## config.mk

```make
export PLATFORM = sky130hd
export DESIGN_NAME = up_dn_counter_param
export DESIGN_NICKNAME = d
export VERILOG_FILES = /design/src/rtl/up_dn_counter_param.sv
export SDC_FILE = /design/constraint.sdc
export NUM_CORES = 1
export LEC_CHECK = 0
export ABC_AREA = 0
export BUFFER_PORTS_ARGS = -buffer_cell sky130_fd_sc_hd__clkbuf_2
export CORE_ASPECT_RATIO = 1.25
export CORE_MARGIN = 8
export CORE_UTILIZATION = 35
export DETAILED_ROUTE_END_ITERATION = 10
export PLACE_DENSITY_LB_ADDON = 0.3
export RECOVER_POWER = 25
export SYNTH_ARGS = -nofsm -noshare
export SYNTH_HDL_FRONTEND = slang
export SYNTH_SLANG_ARGS = --single-unit
```

## constraint.sdc

```tcl
create_clock -name clk -period 1.68 [get_ports clk]
set_input_delay 0.504 -clock clk [delete_from_list [all_inputs] [get_ports clk]]
set_output_delay 0.504 -clock clk [all_outputs]
set_load 0.005 [all_outputs]
```

## src/rtl/up_dn_counter_param.sv

```systemverilog
// Parametrised up/down counter with load, synchronous clear, step size,
// saturate-or-wrap bounds and registered overflow/underflow pulses.
module up_dn_counter_param #(
  parameter int WIDTH   = 5,
  parameter int MIN_VAL = 0,
  parameter int MAX_VAL = (1 << WIDTH) - 1,
  parameter int WRAP    = 0
) (
  input  logic             clk,
  input  logic             rst,
  input  logic [WIDTH-1:0] IN,
  input  logic [WIDTH-1:0] Step,
  input  logic             Load,
  input  logic             Clear,
  input  logic             Down,
  input  logic             Up,
  output logic [WIDTH-1:0] Counter,
  output logic             High,
  output logic             Low,
  output logic             Ovf,
  output logic             Unf
);

  localparam int XW = WIDTH + 2;
  localparam logic [WIDTH-1:0]     MIN_C = WIDTH'(MIN_VAL);
  localparam logic [WIDTH-1:0]     MAX_C = WIDTH'(MAX_VAL);
  localparam logic signed [XW-1:0] MIN_X = XW'(MIN_VAL);
  localparam logic signed [XW-1:0] MAX_X = XW'(MAX_VAL);

  logic [WIDTH-1:0]     count_q, count_d;
  logic                 ovf_q, ovf_d;
  logic                 unf_q, unf_d;
  logic signed [XW-1:0] sum, dif, inX;

  // Two guard bits keep the sum/difference free of modulo wrap and let the
  // difference go negative, so bound crossings are plain signed compares.
  assign sum = $signed({2'b00, count_q}) + $signed({2'b00, Step});
  assign dif = $signed({2'b00, count_q}) - $signed({2'b00, Step});
  assign inX = $signed({2'b00, IN});

  always_comb begin
    count_d = count_q;
    ovf_d   = 1'b0;
    unf_d   = 1'b0;
    if (Load) begin
      if (inX < MIN_X)      count_d = MIN_C;
      else if (inX > MAX_X) count_d = MAX_C;
      else                  count_d = IN;
    end else if (Clear) begin
      count_d = MIN_C;
    end else if (Down) begin
      if (dif >= MIN_X) begin
        count_d = dif[WIDTH-1:0];
      end else begin
        count_d = (WRAP != 0) ? MAX_C : MIN_C;
        unf_d   = 1'b1;
      end
    end else if (Up) begin
      if (sum <= MAX_X) begin
        count_d = sum[WIDTH-1:0];
      end else begin
        count_d = (WRAP != 0) ? MIN_C : MAX_C;
        ovf_d   = 1'b1;
      end
    end
  end

  always_ff @(posedge clk or negedge rst) begin
    if (!rst) begin
      count_q <= MIN_C;
      ovf_q   <= 1'b0;
      unf_q   <= 1'b0;
    end else begin
      count_q <= count_d;
      ovf_q   <= ovf_d;
      unf_q   <= unf_d;
    end
  end

  assign Counter = count_q;
  assign High    = (count_q == MAX_C);
  assign Low     = (count_q == MIN_C);
  assign Ovf     = ovf_q;
  assign Unf     = unf_q;

endmodule

```

==> metrics.csv <==
stage,metric,value,unit
run_status,status,"complete, but fails checks",
run_status,violations,setup timing,
timing,hold_viol,0,
timing,setup_violations,5,
power_and_ir_drop,intPower,0.559,mW
worst_hold_path,hp-class,primary input to async pin,
floorplan,rows,20,
placement,port_buffers,24,
power_and_ir_drop,p_sw_share,38.0,%
final_layout,layout.nets,184,
setup_path,rrSetupSlack,-0.23,ns
clock_network,cts.sinks,7,
setup_path,worstSetupPathType,flip-flop to primary output,
timing,worst_slew_pin_slew,0.412,ns
logic_synthesis,synth_area_per_cell,8.50,µm²
clock_network,clock_latency,0.25,ns
placement,dp_slack,-0.333,ns
setup_path,worstPathCellList,or4_1 > nor2_1 > buf_2,
timing,period_share,114,%
detailed_routing,drt_wl_total,3.07,mm
timing,fin_setup_tns,-0.733,ns
timing,finalMaxSlewViolations,0,
logic_synthesis,async_reset_ff_share,100,%
placement,dp.cells,176,
logic_synthesis,yosysSeqAreaShare,20.2,%
clock_network,clockBufferDepth,2,
final_layout,design_area,1450,µm²
timing,relSlewSlack,72.6,%
grt,antenna_found_initial,0,
logic_synthesis,synthCells,102,
setup_path,path_max_fanout,2,
logic_synthesis,yosysWarnings,0,
setup_path,critPathSlowestCell,or4_1,
detailed_routing,drt-wirelength-per-cell,16.3,µm
floorplan,design.core.area,2400,µm²
placement,place.gp.congestion,0.944,
floorplan,dieArea,4340,µm²
power_and_ir_drop,power_density,620,nW/µm²
flow_run,maxCapViolCount,0,
final_layout,finalNonFillerCells,188,
setup_path,critPathArrivalTime,1.41,ns
logic_synthesis,synth_area,867,µm²
clock_network,cts_inserted_buffers,3,
setup_path,endpoint_kind,primary output,
power_and_ir_drop,max-vdd-ir-drop,0.000353,V
final_layout,syn2layout_area_growth,67.7,%
grt,grt_pass1_vias,1032,
power_and_ir_drop,fin_total_pwr,0.901,mW
detailed_routing,vias,997,
power_and_ir_drop,p_sw,0.343,mW
floorplan,die_y,71.7,µm
placement,placed_area,1250,µm²
final_layout,diodes,0,
logic_synthesis,synth_edf_count,0,
power_and_ir_drop,p_leak,0.664,nW
clock_network,cts_tree,done,
timing,fmax,522,MHz
setup_path,cpPeakStageDelay,0.52,ns
floorplan,initial_utilization,36.1,%
floorplan,die_w,60.5,µm
timing,rsz0062_at_grt,yes,
detailed_routing,postRouteAntennaNets,0,
detailed_routing,drc,0,
grt,overflow,0,
logic_synthesis,yosys_register_bits,7,
grt,grt_pass1_wl,4.97,mm
power_and_ir_drop,p_comb_share,60.2,%
grt,track_usage,14.9,%
detailed_routing,viasPerCell,5.30,
power_and_ir_drop,p_clk_share,17.1,%
clock_network,ctsHoldBuffers,0,
timing,worst_slack,-0.235,ns
clock_network,htree_levels,1,
detailed_routing,drt_iter0_drc,31,
clock_network,clock-root-buffer,clkbuf_4,
placement,hpwl,2.31,mm
floorplan,ios,25,
timing,skew,0.00267,ns
timing,hold_slack,0.156,ns
logic_synthesis,synthDistinctLibCells,43,
final_layout,final_core_util,60.5,%
final_layout,drive_gt1_share,57.4,%
setup_path,start_kind,flip-flop,
grt,grt_max_degree,9,
timing,period_minus_slack,1.91,ns
power_and_ir_drop,seqPwrFrac,22.8,%
clock_network,clkSlewWorstSetupHoldPaths,0.06,ns
setup_path,crit_required,1.18,ns
logic_synthesis,synth-main-ff-cell,dfrtp_1,
detailed_routing,first_pass_iters,4,
logic_synthesis,syn_nets,130,
-- cells in the final DEF (no fill, tap or decap), drive strengths merged, types with 2 or more instances in the layout --
master,netlist,layout
ha,10,10
nand4,3,3
nor2b,2,2
dfrtp,7,7
o21ai,5,5
nor4,3,3
a22oi,3,3
o31ai,3,3
nor3,3,3
mux2i,2,2
nand2b,4,4
fa,2,2
o32ai,2,2
o211a,2,2
a21oi,4,4
clkbuf,0,26
nor2,6,6
nand2,3,3
buf,4,31
inv,14,13
-- cell families after synthesis --
group	share of synthesized area (%)
xor gates and xnor gates	2.02
buffers and inverters	8.37
and+or+nand+nor	22.1
DFF	20.2
muxes	2.31
adders and majority gates	19.0
AOI/OAI and AO/OA	26.0
-- cells in the mapped netlist (2+ instances only) --
cell / instances / area [µm²]
o21ai_0: 4 / 20.0
ha_1: 10 / 125
nor4_1: 2 / 12.5
a21oi_1: 4 / 20.0
mux2i_1: 2 / 20.0
buf_2: 4 / 20.0
nor2_1: 6 / 22.5
o32ai_1: 2 / 17.5
dfrtp_1: 7 / 175
inv_1: 13 / 48.8
o31ai_1: 3 / 22.5
a22oi_1: 3 / 22.5
nand2_1: 3 / 11.3
nand2b_1: 4 / 25.0
nor2b_1: 2 / 12.5
fa_1: 2 / 40.0
o211a_1: 2 / 20.0
nor3_1: 2 / 10.0
nand4_1: 3 / 18.8
-- power groups by stage --
stage | Sequential [mW] | Combinational, mW | Clock [mW]
after global placement | 0.216 | 0.403 | 0
after CTS | 0.204 | 0.498 | 0.158
after detailed placement | 0.217 | 0.411 | 0
final | 0.205 | 0.542 | 0.154
after global routing | 0.208 | 0.588 | 0.166
after floorplan | 0.213 | 0.248 | 0
-- per-layer routing --
| layer | vias up | wire length (µm) | track usage (%) |
|---|---|---|---|
| met2 | 33 | 1660 | 28.1 |
| met4 | 0 | 136 | 5.71 |
| li1 | 480 | - | - |
| met1 | 474 | 1160 | 15.8 |
| met3 | 10 | 119 | 1.61 |
| met5 | - | 0 | 0 |
-- timing repair --
action                                  in CTS  in global routing
setup buffers                                6                  2
pin swaps                                   10                 10
endpoints found under the setup margin       6                  8
hold endpoints to repair                     0                  0
gates resized for setup                     17                 11
-- registers in the layout, summed over array words and instances (netlist names) --
name and count:
Counter 5, Ovf 1, Unf 1
-- final cells by class --
class	instances	area, µm²
Timing Repair Buffer	53	359
Inverter	14	66.3
Sequential cell	7	178
Tap cell	33	41.3
Fill cell	208	948
Clock buffer	4	26.3
Multi-Input combinational cell	77	783
-- critical path: cells and delay by family (launching register included) --
| family | cells | cell delay (ns) |
|---|---|---|
| buffers and inverters | 1 | 0.12 |
| DFF | 1 | 0.40 |
| and+or+nand+nor | 2 | 0.63 |
-- worst paths after layout --
check | startpoint | endpoint | cells after the start
min in group clk | IN[2] | Counter[2]$_DFFE_PN0P_ | 3
max in group asynchronous | rst | Counter[3]$_DFFE_PN0P_ | 1
hold / removal | rst | Counter[1]$_DFFE_PN0P_ | 1
setup / recovery | Counter[0]$_DFFE_PN0P_ | Low | 3
setup reg to reg | Counter[0]$_DFFE_PN0P_ | Counter[4]$_DFFE_PN0P_ | 9
hold reg to reg | Counter[2]$_DFFE_PN0P_ | Counter[2]$_DFFE_PN0P_ | 4
Power figures use the tool's default switching activity.
